[src/rtl/uart_tx_unit_pkg.sv]
// Shared UART definitions: FSM states, baud/parity codes and the baud divisor
// function used by both the transmitter and the RxUnit receiver.
package uart_pkg;

   typedef enum logic [2:0] {IDLE, START, DATA, PARITY, STOP} tx_state_e;

   typedef enum logic [1:0] {
      BAUD_2400  = 2'b00,
      BAUD_4800  = 2'b01,
      BAUD_9600  = 2'b10,
      BAUD_19200 = 2'b11
   } baud_e;

   localparam logic [1:0] PAR_NONE = 2'b00;
   localparam logic [1:0] PAR_ODD  = 2'b01;
   localparam logic [1:0] PAR_EVEN = 2'b10;

   localparam int DIV_W = 15;

   // Clocks per bit, truncated toward zero.
   function automatic logic [DIV_W-1:0] baud_div(input int unsigned clk_freq,
                                                 input logic [1:0] code);
      int unsigned rate;
      case (code)
         BAUD_2400: rate = 2400;
         BAUD_4800: rate = 4800;
         BAUD_9600: rate = 9600;
         default:   rate = 19200;
      endcase
      return DIV_W'(clk_freq / rate);
   endfunction

endpackage

[src/rtl/uart_tx_unit_if.sv]
// Request/line bundle between a word producer and the UART transmitter.
interface uart_tx_unit_if #(parameter int DATA_BITS = 8);
   logic                 send;
   logic [DATA_BITS-1:0] data_in;
   logic [1:0]           parity_type;
   logic [1:0]           baud_rate;
   logic                 data_tx;
   logic                 active_flag;
   logic                 done_flag;

   modport master (output send, data_in, parity_type, baud_rate,
                   input  data_tx, active_flag, done_flag);
   modport slave  (input  send, data_in, parity_type, baud_rate,
                   output data_tx, active_flag, done_flag);
endinterface

[src/rtl/uart_tx_unit_baud_tick.sv]
// Bit-period timer: reloadable down-counter, bit_tick marks the last clock of a bit.
module uart_baud_tick
   import uart_pkg::*;
(
   input  logic             clock,
   input  logic             reset_n,
   input  logic             load,
   input  logic [DIV_W-1:0] div,
   output logic             bit_tick
);

   logic [DIV_W-1:0] div_q;
   logic [DIV_W-1:0] cnt;

   always_ff @(posedge clock or posedge reset_n) begin
      if (reset_n) begin
         div_q <= '0;
         cnt   <= '0;
      end else if (load) begin
         div_q <= div;
         cnt   <= div - DIV_W'(1);
      end else if (cnt == '0) begin
         cnt   <= div_q - DIV_W'(1);
      end else begin
         cnt   <= cnt - DIV_W'(1);
      end
   end

   assign bit_tick = (cnt == '0);

endmodule

[src/rtl/uart_tx_unit.sv]
// UART transmitter: one start bit, DATA_BITS data bits LSB first, optional
// parity, STOP_BITS stop bits. Request fields are frozen at accept.
module uart_tx_unit
   import uart_pkg::*;
#(
   parameter int          DATA_BITS = 8,
   parameter bit          PARITY_EN = 1'b1,
   parameter int          STOP_BITS = 1,
   parameter int unsigned CLK_FREQ  = 50000000
) (
   input logic           clock,
   input logic           reset_n,
   uart_tx_unit_if.slave tx
);

   localparam int IW = $clog2(DATA_BITS) + 1;
   localparam logic [DIV_W-1:0] DIV_TAB [4] = '{
      baud_div(CLK_FREQ, BAUD_2400), baud_div(CLK_FREQ, BAUD_4800),
      baud_div(CLK_FREQ, BAUD_9600), baud_div(CLK_FREQ, BAUD_19200)};

   tx_state_e            state, state_nxt;
   logic [DATA_BITS-1:0] shreg;
   logic [IW-1:0]        idx;
   logic                 par_bit, has_par, done_q;
   logic                 bit_tick, accept, last_data, last_stop;

   assign accept    = (state == IDLE) && tx.send;
   assign last_data = (idx == IW'(DATA_BITS - 1));
   assign last_stop = (idx == IW'(STOP_BITS - 1));

   uart_baud_tick u_tick (
      .clock    (clock),
      .reset_n  (reset_n),
      .load     (accept),
      .div      (DIV_TAB[tx.baud_rate]),
      .bit_tick (bit_tick)
   );

   always_ff @(posedge clock or posedge reset_n) begin
      if (reset_n) state <= IDLE;
      else         state <= state_nxt;
   end

   always_comb begin
      state_nxt = state;
      case (state)
         IDLE:    if (tx.send) state_nxt = START;
         START:   if (bit_tick) state_nxt = DATA;
         DATA:    if (bit_tick && last_data) state_nxt = has_par ? PARITY : STOP;
         PARITY:  if (bit_tick) state_nxt = STOP;
         STOP:    if (bit_tick && last_stop) state_nxt = IDLE;
         default: state_nxt = IDLE;
      endcase
   end

   // idx counts data bits in DATA, then is reused to count stop bits.
   always_ff @(posedge clock or posedge reset_n) begin
      if (reset_n) begin
         shreg   <= '0;
         idx     <= '0;
         par_bit <= 1'b0;
         has_par <= 1'b0;
         done_q  <= 1'b0;
      end else begin
         done_q <= (state == STOP) && bit_tick && last_stop;
         if (accept) begin
            shreg   <= tx.data_in;
            idx     <= '0;
            has_par <= PARITY_EN && (tx.parity_type == PAR_ODD || tx.parity_type == PAR_EVEN);
            par_bit <= (tx.parity_type == PAR_ODD) ? ~^tx.data_in : ^tx.data_in;
         end else if (bit_tick) begin
            if (state == DATA) begin
               shreg <= shreg >> 1;
               idx   <= last_data ? '0 : idx + IW'(1);
            end else if (state == STOP) begin
               idx   <= idx + IW'(1);
            end
         end
      end
   end

   always_comb begin
      tx.data_tx = 1'b1;
      case (state)
         START:   tx.data_tx = 1'b0;
         DATA:    tx.data_tx = shreg[0];
         PARITY:  tx.data_tx = par_bit;
         default: tx.data_tx = 1'b1;
      endcase
   end

   assign tx.active_flag = (state != IDLE);
   assign tx.done_flag   = done_q;

endmodule

[src/flat_wrapper.sv]
// flat-port wrapper written by rule: the top's interface ports become plain ports
module uart_tx_unit_flat import uart_pkg::*;
#(
   parameter int          DATA_BITS = 8,
   parameter bit          PARITY_EN = 1'b1,
   parameter int          STOP_BITS = 1,
   parameter int unsigned CLK_FREQ  = 50000000
)
  (clock, reset_n, tx_send, tx_data_in, tx_parity_type, tx_baud_rate, tx_data_tx, tx_active_flag, tx_done_flag);
  uart_tx_unit_if #(.DATA_BITS(DATA_BITS)) tx_i ();
  input logic clock;
  input logic reset_n;
  input wire logic [$bits(tx_i.send)-1:0] tx_send;
  input wire logic [$bits(tx_i.data_in)-1:0] tx_data_in;
  input wire logic [$bits(tx_i.parity_type)-1:0] tx_parity_type;
  input wire logic [$bits(tx_i.baud_rate)-1:0] tx_baud_rate;
  output wire logic [$bits(tx_i.data_tx)-1:0] tx_data_tx;
  output wire logic [$bits(tx_i.active_flag)-1:0] tx_active_flag;
  output wire logic [$bits(tx_i.done_flag)-1:0] tx_done_flag;
  assign tx_i.send = tx_send;
  assign tx_i.data_in = tx_data_in;
  assign tx_i.parity_type = tx_parity_type;
  assign tx_i.baud_rate = tx_baud_rate;
  assign tx_data_tx = tx_i.data_tx;
  assign tx_active_flag = tx_i.active_flag;
  assign tx_done_flag = tx_i.done_flag;
  uart_tx_unit #(.DATA_BITS(DATA_BITS), .PARITY_EN(PARITY_EN), .STOP_BITS(STOP_BITS), .CLK_FREQ(CLK_FREQ)) u_core (.clock(clock), .reset_n(reset_n), .tx(tx_i));
endmodule
[config.mk]
export PLATFORM = sky130hd
export DESIGN_NAME = uart_tx_unit_flat
export DESIGN_NICKNAME = d
export VERILOG_FILES = /design/src/rtl/uart_tx_unit_pkg.sv /design/src/rtl/uart_tx_unit_if.sv /design/src/rtl/uart_tx_unit_baud_tick.sv /design/src/rtl/uart_tx_unit.sv /design/src/flat_wrapper.sv
export SDC_FILE = /design/constraint.sdc
export NUM_CORES = 1
export LEC_CHECK = 0
export CAP_MARGIN = 10
export CORE_MARGIN = 1.5
export CORE_UTILIZATION = 45
export DETAILED_ROUTE_END_ITERATION = 10
export GPL_ROUTABILITY_DRIVEN = 0
export PLACE_DENSITY = 0.73
export SLEW_MARGIN = 10
export SYNTH_ARGS = -nofsm -noshare
export SYNTH_HDL_FRONTEND = slang
export SYNTH_SLANG_ARGS = --single-unit
[constraint.sdc]
create_clock -name clock -period 5.9 [get_ports clock]
set_input_delay 0.59 -clock clock [delete_from_list [all_inputs] [get_ports clock]]
set_output_delay 0.59 -clock clock [all_outputs]
set_load 0.01 [all_outputs]
==> key figures, run 1 <==
Run status
  – Run status: complete, no violations

Timing
  – Final Critical Period: 3170 ps
  – Max Clk Rate: 0.315 GHz
  – Final period util: 53.8%
  – Clk_skew: 7.68 ps
  – Slew Limit Fails: 0
  – Final Hold Fails: 0
  – Hold Slack: 486 ps
  – Least-Margin Pin Slew: 761 ps
  – RSZ-0062 raised after global routing: no
  – Setup TNS: 0 ps
  – Final number of setup-violating endpoints: 0
  – Worst slew margin: 49.1%

Clock network
  – Hold_buf cts: 0
  – H-Tree Level Count: 2
  – CTS-repair resized insts: 0
  – Buffer count from post-CTS setup fixing: 0
  – Worst-path clk slew: 90 ps
  – CTS Buf Count: 5
  – Clk_lat worst skew: 300 ps
  – CTS tree: done
  – Root Driver: clkbuf_8
  – Clk sink count: 42
  – CTS Buffer Depth: 2

Logic synthesis
  – Most used flip-flop cell after synthesis: dfrtp_1
  – Post-synth design cell area: 2620 um^2
  – Avg Inst Size Synth: 8.63 um^2
  – Synth top area share: 40.2%
  – Mapped Cells: 303
  – Distinct cells, synth: 54
  – Yosys top cell by area: dfrtp_1
  – Net Count, Synth: 327
  – Most common cell in the synthesized netlist: nand2_1
  – Largest cells by area after synthesis: dfrtp_1, nand2_1, xnor2_1
  – Yosys reg bits: 42
  – Seq/Total Area, Yosys: 40.2%
  – Ys Warns: 0
  – Commonest cells post-synth: nand2_1, dfrtp_1, nor2_1
  – Ys async rst share: 100%
  – Post-synth EDFFs: 0

Setup path
  – Crit Path Category: input pin to flip-flop
  – CP Capture Type: flip-flop
  – Crit path launch type: input pin
  – Worst flop-to-flop path endpoint: u_core.u_tick.cnt[14]
  – Internal reg-to-reg setup slack: 2860 ps
  – CP required: 6120 ps
  – CP Max Fanout: 43
  – CP Data Arrival Time: 3390 ps
  – Reg-to-reg startpoint: u_core.u_tick.cnt[6]
  – Worst-case reg-to-reg path depth: 9

Power and ir drop
  – Pleak: 1.23 nW
  – Total power: 0.807 mW
  – Max IR drop VDD: 0.171 mV
  – Cell Pwr Density: 273 nW/um^2

Final layout
  – Share of post-route cells with drive strength above 1: 6.60%
  – Nets: 341
  – Synthesis-to-finish area growth: 13.3%
  – Ant. Diodes: 0

Die
  – Initial Util: 47.2%
  – IO Count: 18
  – Die Ht: 79.2 um
  – # rows: 27
  – DIE AREA: 6280 um^2
  – Chip width: 79.2 um
  – Core area: 5540 um^2

Hold path
  – Hold_sp: u_core.has_par
  – Hold crit path type: flip-flop to flip-flop
  – Hold depth: 2
  – Hold EP: u_core.has_par

Drt
  – DRT iter0 DRCs: 92
  – Avg WL per Cell: 14.8 um
  – Vias post-DR: 2214
  – DRT Wirelength: 5790 um
  – Final ANT Viol Nets: 0
  – Vias per Instance: 5.68
  – DRC Markers: 0
  – Drt first pass iters: 4

Place
  – Port bufs: 17
  – HPWL after detailed placement: 4120 um

Global routing
  – First-pass GRT wire length: 10000 um
  – Total global-route track usage: 20.6%
  – Pin count of the biggest net entering global routing: 44
  – Total gr overflow: 0
  – Initial antenna violation count: 0
  – Vias in the first global route: 2088

Job
  – Max cap viols: 0
[how the worst max path moves through the flow]
stage,from,end,slack [ps],cells after the start
floorplan,tx_send,u_core.u_tick.cnt[10],2860,11
global placement,tx_send,u_core.u_tick.cnt[10],2510,8
detailed placement,tx_send,u_core.u_tick.cnt[10],2440,8
CTS,tx_send,u_core.u_tick.cnt[10],2740,8
global route,tx_send,u_core.u_tick.cnt[10],2630,8
finish,tx_send,u_core.u_tick.cnt[10],2730,8
[flip-flops by register name, summed over array words and instances (netlist names)]
signal               cells
u_core.tx.done_flag      1
u_core.u_tick.cnt       15
u_core.state             3
u_core.has_par           1
u_core.u_tick.div_q      9
u_core.shreg             8
u_core.idx               4
u_core.par_bit           1
[report_power, final]
| group | internal (mW) | switching [mW] | total (mW) |
|---|---|---|---|
| registers | 0.334 | 0.0448 | 0.379 |
| logic | 0.0936 | 0.104 | 0.198 |
| clock network | 0.126 | 0.105 | 0.231 |
| total | 0.554 | 0.254 | 0.807 |
[layout by cell type (no fill, tap or decap), drive strengths merged, types with 6 or more instances in the layout]
master,instances
a21oi,13
ha,9
o21ai,19
o31ai,6
clkdlybuf4s50,17
xnor2,13
xor2,7
nor3,14
nand2,52
dfrtp,42
inv,14
a31oi,7
nor2,20
[logic make-up (layout without fill, tap and decap cells)]
group	after synthesis	count (layout)	synth area share [%]
and+or+nand+nor	124	124	22.6
AOI/OAI and AO/OA	73	73	19.2
xor gates and xnor gates	20	20	6.70
muxes	6	6	2.39
buffers and inverters	29	44	4.59
DFF	42	42	40.2
adders and majority gates	9	9	4.31
[final cells by class]
cell class	instances	area [um^2]
clock buffer	5	68.8
clock inverter	3	45.0
fill	514	2580
inverter	15	56.3
multi-input combinational	232	1450
sequential	42	1050
tap	72	90.1
timing repair buffer	21	200
[routing by layer]
metal	GRT usage, %	share of wire [%]	up-vias
met5	0	0	-
met3	3.79	4.8	9
met1	28.8	48	1051
met4	8.42	1.8	0
li1	-	-	1101
met2	31.2	45	53
[metrics by stage]
stage / util [%] / setup WS [ps] / cell area, um^2 / cells
final: 53.5 / 2730 / 2960 / 390
after floorplan: - / 2860 / 2620 / 303
after global placement: 51.4 / 2510 / 2850 / 382
after global routing: 53.5 / 2630 / 2960 / 390
after detailed placement: 51.4 / 2440 / 2850 / 382
after CTS: 53.5 / 2740 / 2960 / 390
[worst max-delay path, stage by stage]
cell,delay (ps)
clkdlybuf4s50_1,500
or4b_1,430
buf_4,280
or3_1,470
o32a_1,270
a2111oi_4,380
mux2_1,360
o211ai_1,90
Note: power is estimated with default switching activity, not from simulation.
==> inputs of run 2 (changes only) <==
==> constraint.sdc (replaced) <==
create_clock -name clock -period 3.1 [get_ports clock]
set_input_delay 0.31 -clock clock [delete_from_list [all_inputs] [get_ports clock]]
set_output_delay 0.31 -clock clock [all_outputs]
set_load 0.01 [all_outputs]
==> run 2 against run 1 <==
  * Sequential power up 92%
  * Count of clock-buffer cells in the layout unchanged
  * Register-to-register slack worse by 2600 ps
  * Wire length up 7.1%
  * Combinational power up 97%
  * Hold slack worse by 100 ps
  * Clock skew up 5.7 ps
  * Utilization up 1.5 points
  * Global-route usage up 1.0 points
  * Final area up 2.8%
  * Total power up 92%
  * Largest cell class unchanged
  * Largest power group unchanged
==> key figures, run 2 (same netlist as run 1, synthesis figures left out) <==
Drt
  – Final ANT Viol Nets: 0
  – Avg WL per Cell: 15.5 um
  – DRC Markers: 0
  – Vias per Instance: 5.75
  – DRT iter0 DRCs: 183
  – DRT Wirelength: 6200 um
  – Drt first pass iters: 5
  – Vias post-DR: 2299

Timing
  – Final Critical Period: 2810 ps
  – Final number of setup-violating endpoints: 0
  – RSZ-0062 raised after global routing: no
  – Least-Margin Pin Slew: 864 ps
  – Final Hold Fails: 0
  – Worst slew margin: 42.0%
  – Max Clk Rate: 0.356 GHz
  – Clk_skew: 13.4 ps
  – Final period util: 90.7%
  – Slew Limit Fails: 0
  – Setup TNS: 0 ps

Final layout
  – Most frequent cells in the layout: nand2_1, dfrtp_1, nor2_1, o21ai_0, clkdlybuf4s50_1
  – Max reg flops: 15
  – Synthesis-to-finish area growth: 16.4%
  – Biggest regs: u_core.u_tick.cnt x15, u_core.u_tick.div_q x9, u_core.shreg x8
  – Most common cell after layout, fill and taps aside: nand2_1
  – Register name with the most flops: u_core.u_tick.cnt
  – Nets: 351
  – Share of post-route cells with drive strength above 1: 9.45%
  – Post-route cell area: 3040 um^2
  – Ant. Diodes: 0

Clock network
  – Clk sink count: 42
  – Worst-path clk slew: 90 ps
  – Root Driver: clkbuf_8
  – Hold_buf cts: 0
  – Clk_lat worst skew: 300 ps
  – H-Tree Level Count: 2
  – Buffer count from post-CTS setup fixing: 0
  – CTS-repair resized insts: 0
  – CTS Buf Count: 5
  – CTS Buffer Depth: 2
  – CTS tree: done

Global routing
  – Pin count of the biggest net entering global routing: 33
  – Total global-route track usage: 21.6%
  – Total gr overflow: 0
  – Vias in the first global route: 2185
  – First-pass GRT wire length: 10600 um
  – Initial antenna violation count: 0

Setup path
  – CP Capture Type: flip-flop
  – Crit path launch type: flip-flop
  – CP required: 3310 ps
  – CP Data Arrival Time: 3020 ps
  – Crit Path Category: flip-flop to flip-flop
  – CP Max Fanout: 6
  – Worst-case reg-to-reg path depth: 9

Place
  – HPWL after detailed placement: 4650 um
  – Post-Place Cell Area: 2940 um^2
  – Port bufs: 17

Die
  – # rows: 27
  – Initial Util: 47.2%
  – Chip width: 79.2 um
  – IO Count: 18
  – Core area: 5540 um^2
  – DIE AREA: 6280 um^2
  – Die Ht: 79.2 um

Power and ir drop
  – Max IR drop VDD: 0.332 mV
  – Cell Pwr Density: 509 nW/um^2
  – Pleak: 1.29 nW

Job
  – Max cap viols: 0

Hold path
  – Hold crit path type: input pin to async pin

Run status
  – Run status: complete, no violations
run 2: worst paths after layout:
path	start	to	slack (ps)
max	u_core.u_tick.cnt[11]	u_core.u_tick.cnt[10]	290
min	reset_n	u_core.tx.done_flag	390
max reg2reg	u_core.u_tick.cnt[11]	u_core.u_tick.cnt[10]	290
min reg2reg	u_core.u_tick.cnt[0]	u_core.u_tick.cnt[0]	510
max in group asynchronous	reset_n	u_core.u_tick.div_q[5]	2020
min in group clock	u_core.u_tick.cnt[0]	u_core.u_tick.cnt[0]	510
run 2: final cells by class:
| cell class | instances | area, um^2 |
|---|---|---|
| well taps | 72 | 90.1 |
| clock inverters | 3 | 40.0 |
| clock buffers | 5 | 68.8 |
| fillers | 504 | 2500 |
| flip-flops and latches | 42 | 1050 |
| inverters | 15 | 56.3 |
| multi-input cells | 232 | 1450 |
| repair buffers | 31 | 288 |
run 2: routing by layer:
layer | track usage [%] | share of wire, % | vias to the layer above
li1 | - | - | 1119
met1 | 29.5 | 46 | 1081
met2 | 34.7 | 47 | 84
met3 | 3.79 | 4.8 | 15
met4 | 6.84 | 2.2 | 0
met5 | 0 | 0 | -
run 2: power by group:
group	internal [mW]	switching [mW]	leakage [nW]	total [mW]
clock network	0.237	0.193	0.0579	0.431
registers	0.636	0.0908	0.522	0.727
logic	0.186	0.205	0.708	0.391
total	1.06	0.489	1.29	1.55
run 2: critical path: stages (launching register included):
cell and delay, ps:
dfrtp_1 410, nor4_1 490, nand2b_1 160, o31ai_1 420, o22ai_1 200, ha_1 270, o21ai_1 300, a2111oi_4 70
mux2_1 340, o211ai_1 80
run 2: per-stage QoR:
stage	hold WS (ps)	cells	worst slack, ps	utilization (%)	power [mW]
2_1_floorplan	427	303	83.4	-	0.999
6_report	386	400	288	54.9	1.55
3_3_place_gp	476	392	228	53.0	1.11
5_1_grt	456	400	104	54.9	1.64
4_1_cts	420	400	367	54.9	1.56
3_5_place_dp	486	392	161	53.0	1.12
==> inputs of run 3 (changes only) <==
==> constraint.sdc (replaced) <==
create_clock -name clock -period 3.1 [get_ports clock]
set_input_delay 0.31 -clock clock [delete_from_list [all_inputs] [get_ports clock]]
set_output_delay 0.31 -clock clock [all_outputs]
set_load 0.005 [all_outputs]
==> results of run 3 <==
The final DEF is identical to that of run 2. Status: complete, no violations.
